`src/rtl/muldiv_pkg.sv`:
```
// Shared types and constants for the RV32M multiply/divide scheduler.
package muldiv_pkg;

  typedef enum logic [2:0] {
    MD_MUL    = 3'd0,
    MD_MULH   = 3'd1,
    MD_MULHSU = 3'd2,
    MD_MULHU  = 3'd3,
    MD_DIV    = 3'd4,
    MD_DIVU   = 3'd5,
    MD_REM    = 3'd6,
    MD_REMU   = 3'd7
  } md_op_e;

  typedef enum logic [2:0] {IDLE, ISSUE, WAIT, DONE, DRAIN} md_state_e;

  typedef enum logic [1:0] {CLS_UNS, CLS_SS, CLS_SU} sign_cls_e;

  typedef struct packed {
    md_op_e op;
    logic   a_neg;
    logic   b_neg;
  } req_info_t;

  localparam logic [31:0] XLEN_ONES = 32'hFFFF_FFFF;
  localparam logic [31:0] INT_MIN   = 32'h8000_0000;

  // MUL is unsigned here: its low word is identical for any signedness.
  function automatic sign_cls_e sign_cls(md_op_e op);
    sign_cls_e c;
    case (op)
      MD_MULH, MD_DIV, MD_REM: c = CLS_SS;
      MD_MULHSU:               c = CLS_SU;
      default:                 c = CLS_UNS;
    endcase
    return c;
  endfunction

endpackage

```
`src/rtl/muldiv_sched_sign_fix.sv`:
```
// Combinational sign correction of the unsigned engine result into the final RV32M value.
module md_sign_fix
  import muldiv_pkg::*;
#(
  parameter int XLEN = 32
) (
  input  md_op_e              op,
  input  logic                a_neg,
  input  logic                b_neg,
  input  logic [2*XLEN-1:0]   raw,
  output logic [XLEN-1:0]     res
);

  logic              prod_neg;
  logic [2*XLEN-1:0] prod;
  logic [XLEN-1:0]   quo, rem;

  always_comb begin
    prod_neg = (op == MD_MULHSU) ? a_neg : (a_neg ^ b_neg);
    prod     = prod_neg ? -raw : raw;
    quo      = (a_neg ^ b_neg) ? -raw[XLEN-1:0] : raw[XLEN-1:0];
    rem      = a_neg ? -raw[2*XLEN-1:XLEN] : raw[2*XLEN-1:XLEN];
    case (op)
      MD_MUL:                        res = raw[XLEN-1:0];
      MD_MULH, MD_MULHSU, MD_MULHU:  res = prod[2*XLEN-1:XLEN];
      MD_DIV, MD_DIVU:               res = quo;
      default:                       res = rem;
    endcase
  end

endmodule

```
`src/rtl/muldiv_sched.sv`:
```
// EX-stage sequencer for the shared multiply/divide engine.
// Optional result reuse of the last engine output when MULDIV_REUSE_EN is defined.
module muldiv_sched
  import muldiv_pkg::*;
#(
  parameter int XLEN    = 32,
  parameter int CNT_W   = 6,
  parameter int TIMEOUT = 40
) (
  input  logic              clk,
  input  logic              rst_n,
  input  logic              req_valid,
  input  logic [2:0]        req_op,
  input  logic [XLEN-1:0]   req_a,
  input  logic [XLEN-1:0]   req_b,
  input  logic              flush,
  output logic              stall,
  output logic              resp_valid,
  output logic [XLEN-1:0]   resp_data,
  output logic              md_valid,
  output logic              md_mode,
  output logic [XLEN-1:0]   md_in_a,
  output logic [XLEN-1:0]   md_in_b,
  input  logic              md_ready,
  input  logic [2*XLEN-1:0] md_out,
  output logic              timeout_err
);

  md_state_e         state_q, state_d;
  req_info_t         info_q, info_d;
  logic [XLEN-1:0]   in_a_q, in_a_d, in_b_q, in_b_d, resp_data_q, resp_data_d;
  logic              md_valid_q, md_valid_d, md_mode_q, md_mode_d;
  logic              resp_valid_q, resp_valid_d, tmo_q, tmo_d;
  logic [CNT_W-1:0]  cnt_q, cnt_d;

  // Request decode: magnitudes, sign flags and early-out results.
  md_op_e            rop;
  sign_cls_e         rcls;
  logic              ra_neg, rb_neg, b_zero, ovf, wd_hit, idle;
  logic [XLEN-1:0]   abs_a, abs_b, spec_res, fix_res;
  logic              hit;
  logic [2*XLEN-1:0] fix_raw;

  assign rop      = md_op_e'(req_op);
  assign rcls     = sign_cls(rop);
  assign ra_neg   = (rcls != CLS_UNS) && req_a[XLEN-1];
  assign rb_neg   = (rcls == CLS_SS) && req_b[XLEN-1];
  assign abs_a    = ra_neg ? -req_a : req_a;
  assign abs_b    = rb_neg ? -req_b : req_b;
  assign b_zero   = (req_b == '0);
  assign ovf      = ((rop == MD_DIV) || (rop == MD_REM)) && (req_a == INT_MIN) && (req_b == XLEN_ONES);
  assign spec_res = b_zero ? (rop[1] ? req_a : XLEN_ONES) : (rop[1] ? '0 : INT_MIN);
  assign wd_hit   = (cnt_q == CNT_W'(TIMEOUT - 1));
  assign idle     = (state_q == IDLE);

  md_sign_fix #(.XLEN(XLEN)) u_fix (
    .op    (idle ? rop : info_q.op),
    .a_neg (idle ? ra_neg : info_q.a_neg),
    .b_neg (idle ? rb_neg : info_q.b_neg),
    .raw   (fix_raw),
    .res   (fix_res)
  );

`ifdef MULDIV_REUSE_EN
  typedef struct packed {
    logic [XLEN-1:0] a;
    logic [XLEN-1:0] b;
    logic            a_neg;
    logic            b_neg;
    sign_cls_e       cls;
    logic            mode;
  } key_t;

  logic              ck_vld_q, ck_vld_d;
  logic [2*XLEN-1:0] ck_raw_q, ck_raw_d;
  key_t              ck_key_q, ck_key_d, req_key;

  assign req_key = '{a: abs_a, b: abs_b, a_neg: ra_neg, b_neg: rb_neg, cls: rcls, mode: rop[2]};
  assign hit     = ck_vld_q && (ck_key_q == req_key);
  assign fix_raw = idle ? ck_raw_q : md_out;

  always_comb begin
    ck_vld_d = ck_vld_q;
    ck_raw_d = ck_raw_q;
    ck_key_d = ck_key_q;
    if (flush) begin
      ck_vld_d = 1'b0;
    end else if (state_q == WAIT && md_ready) begin
      ck_vld_d = 1'b1;
      ck_raw_d = md_out;
      ck_key_d = '{a: in_a_q, b: in_b_q, a_neg: info_q.a_neg, b_neg: info_q.b_neg,
                   cls: sign_cls(info_q.op), mode: md_mode_q};
    end else if ((state_q == WAIT || state_q == DRAIN) && wd_hit) begin
      ck_vld_d = 1'b0;
    end
  end

  always_ff @(posedge clk or negedge rst_n) begin
    if (!rst_n) begin
      ck_vld_q <= 1'b0;
      ck_raw_q <= '0;
      ck_key_q <= '0;
    end else begin
      ck_vld_q <= ck_vld_d;
      ck_raw_q <= ck_raw_d;
      ck_key_q <= ck_key_d;
    end
  end
`else
  assign hit     = 1'b0;
  assign fix_raw = md_out;
`endif

  always_comb begin
    state_d      = state_q;
    info_d       = info_q;
    in_a_d       = in_a_q;
    in_b_d       = in_b_q;
    md_mode_d    = md_mode_q;
    md_valid_d   = 1'b0;
    resp_valid_d = 1'b0;
    resp_data_d  = resp_data_q;
    cnt_d        = cnt_q;
    tmo_d        = tmo_q;
    case (state_q)
      IDLE: if (req_valid && !flush) begin
        info_d = '{op: rop, a_neg: ra_neg, b_neg: rb_neg};
        if (rop[2] && (b_zero || ovf)) begin
          state_d      = DONE;
          resp_valid_d = 1'b1;
          resp_data_d  = spec_res;
        end else if (hit) begin
          state_d      = DONE;
          resp_valid_d = 1'b1;
          resp_data_d  = fix_res;
        end else begin
          state_d    = ISSUE;
          md_valid_d = 1'b1;
          md_mode_d  = rop[2];
          in_a_d     = abs_a;
          in_b_d     = abs_b;
          cnt_d      = '0;
        end
      end
      ISSUE: state_d = flush ? DRAIN : WAIT;
      WAIT: begin
        if (flush) begin
          state_d = md_ready ? IDLE : DRAIN;
        end else if (md_ready) begin
          state_d      = DONE;
          resp_valid_d = 1'b1;
          resp_data_d  = fix_res;
        end else if (wd_hit) begin
          state_d      = DONE;
          resp_valid_d = 1'b1;
          resp_data_d  = '0;
          tmo_d        = 1'b1;
        end else begin
          cnt_d = cnt_q + CNT_W'(1);
        end
      end
      // The engine cannot be aborted; wait out its result, still under the watchdog.
      DRAIN: begin
        if (md_ready) begin
          state_d = IDLE;
        end else if (wd_hit) begin
          state_d = IDLE;
          tmo_d   = 1'b1;
        end else begin
          cnt_d = cnt_q + CNT_W'(1);
        end
      end
      default: state_d = IDLE;
    endcase
  end

  always_ff @(posedge clk or negedge rst_n) begin
    if (!rst_n) begin
      state_q      <= IDLE;
      info_q       <= '0;
      in_a_q       <= '0;
      in_b_q       <= '0;
      md_mode_q    <= 1'b0;
      md_valid_q   <= 1'b0;
      resp_valid_q <= 1'b0;
      resp_data_q  <= '0;
      cnt_q        <= '0;
      tmo_q        <= 1'b0;
    end else begin
      state_q      <= state_d;
      info_q       <= info_d;
      in_a_q       <= in_a_d;
      in_b_q       <= in_b_d;
      md_mode_q    <= md_mode_d;
      md_valid_q   <= md_valid_d;
      resp_valid_q <= resp_valid_d;
      resp_data_q  <= resp_data_d;
      cnt_q        <= cnt_d;
      tmo_q        <= tmo_d;
    end
  end

  assign stall       = req_valid && ((state_q == DRAIN) || ((state_q != DONE) && !flush));
  assign resp_valid  = resp_valid_q && !flush;
  assign resp_data   = resp_data_q;
  assign md_valid    = md_valid_q;
  assign md_mode     = md_mode_q;
  assign md_in_a     = in_a_q;
  assign md_in_b     = in_b_q;
  assign timeout_err = tmo_q;

endmodule

```
`config.mk`:
```
export PLATFORM = sky130hd
export DESIGN_NAME = muldiv_sched
export DESIGN_NICKNAME = d
export VERILOG_FILES = /design/src/rtl/muldiv_pkg.sv /design/src/rtl/muldiv_sched_sign_fix.sv /design/src/rtl/muldiv_sched.sv
export SDC_FILE = /design/constraint.sdc
export NUM_CORES = 1
export LEC_CHECK = 0
export BUFFER_PORTS_ARGS = -buffer_cell sky130_fd_sc_hd__buf_2
export CAP_MARGIN = 20
export CORE_ASPECT_RATIO = 0.5
export CORE_MARGIN = 5
export CORE_UTILIZATION = 51
export CTS_BUF_LIST = sky130_fd_sc_hd__clkbuf_8
export CTS_CLUSTER_SIZE = 24
export DETAILED_ROUTE_END_ITERATION = 6
export HOLD_SLACK_MARGIN = 0.05
export PLACE_DENSITY_LB_ADDON = 0.08
export SYNTH_ARGS = -nofsm -noshare
export SYNTH_HDL_FRONTEND = slang
export SYNTH_HIERARCHICAL = 1
export SYNTH_SLANG_ARGS = --single-unit
```
`constraint.sdc`:
```
create_clock -name clk -period 3.5 [get_ports clk]
set_input_delay 0.875 -clock clk [delete_from_list [all_inputs] [get_ports clk]]
set_output_delay 0.875 -clock clk [all_outputs]
set_load 0.1 [all_outputs]
```
Word level (Yosys, flattened, before mapping)
Index checks and enable logic that the tools add are counted.

storage, ports and cells
  bits in registers = 114
  input port bits = 136
  output and inout port bits = 101
  word-level logic and storage cells = 122

operators by class
  add/subtract/negate cells = 6
  equal/unequal tests = 24
  multiplexer cells = 49
  bitwise logic cells = 2
  reductions and logical operators = 29

operators with widths
  kind                                                                    count
  32-bit two-way mux                                                      12
  32-bit negation                                                         4
  32-bit one-hot mux with 3 select lines                                  1
  32-bit equality test (second input constant)                            2
  64-bit two-way mux                                                      1
  64-bit negation                                                         1
  32-bit one-hot mux with 2 select lines                                  1
  32-bit zero test                                                        1
  6-bit two-way mux                                                       5
  3-bit two-way mux                                                       9
  6-bit one-hot mux with 3 select lines                                   1
  3-bit equality test (second input constant)                             5
  1-bit two-way mux                                                       14
  3-bit by 2-bit equality test with 1-bit output (second input constant)  4
  3-bit one-hot mux with 4 select lines                                   1
  3-bit by 1-bit equality test with 1-bit output (second input constant)  3
  1-bit logical AND                                                       9
  6-bit by 1-bit adder with 6-bit output (second input constant)          1
  6-bit equality test (second input constant)                             1
  3-bit zero test                                                         2
  3-bit != test (second input constant)                                   2
  3-bit AND reduction                                                     2
  2-bit nonzero test                                                      3
  3-bit OR reduction                                                      2
  17 further kinds                                                        23

Longest topological paths before layout
  depth in word-level cells = 13
  mapped depth = 17
  gate-level depth less buffers = 13

Cells and area by module
The synthesis kept the hierarchy.

modules (own cells, without submodules)
  module        times used  cells an instance  area an instance (um2)  sequential area each (um2)
  muldiv_sched  1           640                6,692.7                 2,852.7
  md_sign_fix   1           572                3,434.5                 0.0

Worst setup path before layout
No wires, ideal clock.

  kind = input -> register
  start point = in req_a[1]
  end point = reg resp_data_q[10] (netlist: resp_data[10])
  library setup time = 126 ps
  arrival time = 3,826 ps
  required time = 3,374 ps
  setup slack = -452 ps
  stages = 9
  buffers on the path = 1
  cells stage by stage = inv_1 > ha_1 > or3b_2 > or4_4 > or4_4 > or3_1 > a21oi_4 > buf_6 > mux2_4

on the way
  cells in the longest elaborated chain, start to end = 7

RTL lines
  item                                                       line                 text
  start, declared                                            muldiv_sched.sv:14   input logic [XLEN-1:0] req_a,
  32-bit equality test                                       muldiv_sched.sv:51   assign ovf = ((rop == MD_DIV) || (rop == MD_REM)) && (req_a == INT_MIN) && (req_b == XLEN_ONES);
  1-bit logical AND (2 in a row)                             muldiv_sched.sv:51
  1-bit logical OR                                           muldiv_sched.sv:128  if (rop[2] && (b_zero || ovf)) begin
  1-bit logical AND                                          muldiv_sched.sv:128
  2-bit by 1-bit != test with 1-bit output (no source line)  --
  5-bit AND reduction (no source line)                       --
  end signal, assigned                                       muldiv_sched.sv:197  resp_data_q <= resp_data_d;
  end, declared                                              muldiv_sched.sv:31   logic [XLEN-1:0] in_a_q, in_a_d, in_b_q, in_b_d, resp_data_q, resp_data_d;

No other way between the ends.
A chain may end at the register's enable or synchronous reset.

Worst setup path in the final report
  start point = in req_a[1]
  end point = reg resp_data_q[27] (netlist: resp_data[27])

Same word-level chain as after synthesis.

==> qor.csv <==
stage,metric,value,unit
critical_path,Worst EP required,3.83,ns
critical_path,FF-to-FF path depth,14,
die,Starting Density,51.9,%
clocking,deepest clock path buffer count,2,
drt,remaining antenna violation count,0,
cells_and_area,Layout fillers,1458,
run_status,result of the run,finished clean,
synthesis,Post-synth EDFFs,0,
place,HPWL after detailed placement,34500,um
die,Placement Rows,36,
place,Port-buffer cells,236,
clocking,number of H-tree levels,4,
drt,detailed-route wire length per cell,23.3,um
critical_path,startpoint of the worst-slack reg-to-reg timing path,state_q[1]$_DFFE_PN0P_,
global_routing,total gr overflow,0,
drt,final wirelength,44900,um
drt,vias after detailed routing,12300,
drt,via-per-instance ratio,6.37,
synthesis,post-synthesis cell type with the largest combined area,dfrtp_1,
clocking,total clock buffers created by CTS,17,
clocking,clock root cell,clkbuf_8,
global_routing,aggregate global-route resource usage,37.7,%
critical_path,library cell contributing the largest single delay on the critical path,or4_4,
synthesis,"Net Count, Synth",1354,
synthesis,synthesized instance count,1212,
pwr,power per standard cell area,766,nW/um^2
global_routing,first-pass GRT wire length,68000,um
synthesis,syn avg cell area,8.36,sq um
critical_path,peak per-stage delay on the critical path,0.58,ns
clocking,clock tree from TritonCTS,done,
cells_and_area,most common library cell in the layout ignoring fill and taps,buf_4,
synthesis,fraction of the yosys area taken by sequential cells,28.2,%
drt,Iter 0 DRT Violations,1582,
synthesis,leading post-synthesis cells by cell area,"dfrtp_1 28%, mux2_2 7.7%, o21ai_0 5.0%, xnor2_1 4.4%, mux2_4 4.3%",
cells_and_area,fin cells,1932,
hold_path,class of the tightest hold or removal check,in -> async,
synthesis,post-synth cell types,79,
critical_path,critical path data arrival time,3.81,ns
pwr,maximum ir drop on the vdd rail,1080,uV
critical_path,sort of element at the start of the critical path,input port,
synthesis,Async SR Flop Fraction,100,%
cells_and_area,synthesis-to-layout area growth,38.9,%
die,standard cell core area,19500,sq um
job,count of maximum capacitance violations,0,
critical_path,endpoint of the most critical register-to-register path,resp_data[23]$_DFFE_PN0P_,
die,io pins,237,
die,die span in y,110,um
sta,"Hold Vio Cnt, Final",0,
synthesis,Yosys Warn Count,6,
pwr,total design power,10.8,mW
cells_and_area,final-stage net count,1794,
drt,Pre-Repair DR Iteration Count,6,
critical_path,ordered cell list for the critical path,buf_2 -> inv_12 -> ha_4 -> or3b_4 -> or4_4 -> or4_4 -> or3_4 -> a21oi_4 -> buf_12 -> buf_12 -> mux2_4,
cells_and_area,fraction of layout instances using a drive strength above 1,41.3,%
place,placed insts,1892,
synthesis,register bit total from synthesis,114,
clocking,clock sink count,114,
sta,Tmin final,3.48,ns
critical_path,flop-to-flop setup slack,0.03,ns
synthesis,fraction of post-synthesis cell area in the top cell type by area,28.2,%
sta,share of the clock period used by the worst path,99.3,%
critical_path,type of the setup path with the least slack,in -> reg,
critical_path,CP endpoint kind,flip-flop,
sta,count of final setup violators,0,
sta,Slew HR,52.6,%
pwr,static leakage,6.25,nW
global_routing,maximum number of pins on one net before global-route repair,48,
cells_and_area,"commonest cells after routing, fill and taps aside","265 x buf_4, 235 x buf_2, 114 x dfrtp_1",
die,die width,209,um
critical_path,top fanout value on the critical path,15,
sta,Max Slew Vio Count,0,
sta,worst-case clock skew,0.0112,ns
sta,fmax,0.288,GHz
global_routing,number of antenna violations at the first check in global routing,4,
clocking,clk_lat worst skew,0.45,ns
clocking,total of hold buffers inserted after clock tree synthesis,0,
clocking,post-CTS clock slew at the launch and capture registers of the worst setup and hold paths,0.08,ns
drt,post-route DRC violation count,0,
synthesis,area of the mapped netlist,10100,sq um
global_routing,number of global-route vias before repair,11900,
sta,slew at the pin closest to its max-slew limit,0.705,ns
synthesis,most frequently used flop master after synthesis,dfrtp_1,
die,overall die area,22900,sq um
place,gp weighted congestion,1.02,
-- worst max-delay path: cells and delay by family --
family / cells / cell delay [ns]
buffers and inverters: 4 / 0.53
multiplexers: 1 / 0.32
adder cells (fa/ha/maj): 1 / 0.12
AO/OA/AOI/OAI: 1 / 0.16
AND/OR/NAND/NOR: 4 / 1.80
-- per-layer routing --
layer  track usage [%]  wire (um)  vias up
met5                 0         40        -
met4              10.9       1280        6
met3              9.81       5100      134
met2              60.8      20100      832
met1              50.7      18400     5896
li1                  -          -     5439
-- repair_timing --
item | CTS | global route
gates resized for setup | 1 | 11
setup buffers | 0 | 6
pin swaps | 1 | 6
cloned | 0 | 1
setup endpoints to repair | 1 | 19
-- Yosys cell counts (35+ instances only) --
cell type and number:
nand2_1 105, nor2b_1 35, nor4_1 39, dfrtp_1 114
xnor2_1 51, xor2_1 39, o21ai_0 102, mux2_2 69
nor3_1 38, clkbuf_1 76, a21oi_1 46, nor2_1 98
-- kinds of logic (layout without fill, tap and decap cells) --
| logic type | after synthesis | after routing | synth area share, % |
|---|---|---|---|
| flip-flops | 114 | 114 | 28.2 |
| buffers and inverters | 111 | 564 | 4.78 |
| adder cells (fa/ha/maj) | 6 | 6 | 0.741 |
| other | 0 | 1 | 0 |
| AO/OA/AOI/OAI | 302 | 302 | 19.8 |
| XOR/XNOR | 90 | 90 | 7.78 |
| AND/OR/NAND/NOR | 476 | 476 | 25.3 |
| multiplexers | 113 | 113 | 13.5 |
-- per-stage QoR --
| step | TNS (ns) | instance area (sq um) | setup WS, ns | utilization (%) | hold WS (ns) |
|---|---|---|---|---|---|
| 5_1_grt | -0.0120 | 14100 | -0.00612 | 72.1 | 0.444 |
| 6_report | 0 | 14100 | 0.0232 | 72.1 | 0.426 |
| 3_5_place_dp | -25.40 | 13500 | -0.468 | 69.2 | 0.458 |
| 3_3_place_gp | -22.84 | 13500 | -0.371 | 69.2 | 0.447 |
| 2_1_floorplan | -6.07 | 10200 | -0.204 | - | 0.450 |
| 4_1_cts | 0 | 13900 | 0.00197 | 71.5 | 0.434 |
-- worst max path at each step --
stage               from                   endpoint  slack, ns
6_report        req_a[1]  resp_data[27]$_DFFE_PN0P_       0.02
5_1_grt        req_op[2]  resp_data[31]$_DFFE_PN0P_     -0.006
4_1_cts        req_op[2]  resp_data[27]$_DFFE_PN0P_      0.002
3_5_place_dp   req_op[2]  resp_data[27]$_DFFE_PN0P_      -0.47
3_3_place_gp    req_a[1]   resp_data[0]$_DFFE_PN0P_      -0.37
2_1_floorplan   req_a[1]  resp_data[10]$_DFFE_PN0P_      -0.20
-- report_power, final --
group	switching [mW]	total (mW)	internal, mW
registers	0.293	2.04	1.75
clock network	0.585	1.40	0.813
logic	5.35	7.35	2.00
total	6.22	10.8	4.56
-- sequential cells by signal, indices dropped and copies added, names as in the netlist --
signal        count
md_in_a          32
md_in_b          32
resp_data        32
cnt_q             6
info_q            5
state_q           3
md_mode           1
md_valid          1
resp_valid_q      1
timeout_err       1
-- final cells by class --
class	count	area, sq um	area share [%]
sequential	114	2850	20.3
inverter	19	101	0.720
timing repair buffer	513	3420	24.3
antenna	1	2.50	0.0178
multi-input combinational	987	6910	49.1
clock inverter	13	184	1.31
tap	266	333	2.37
clock buffer	19	262	1.86
Power figures use the tool's default switching activity.
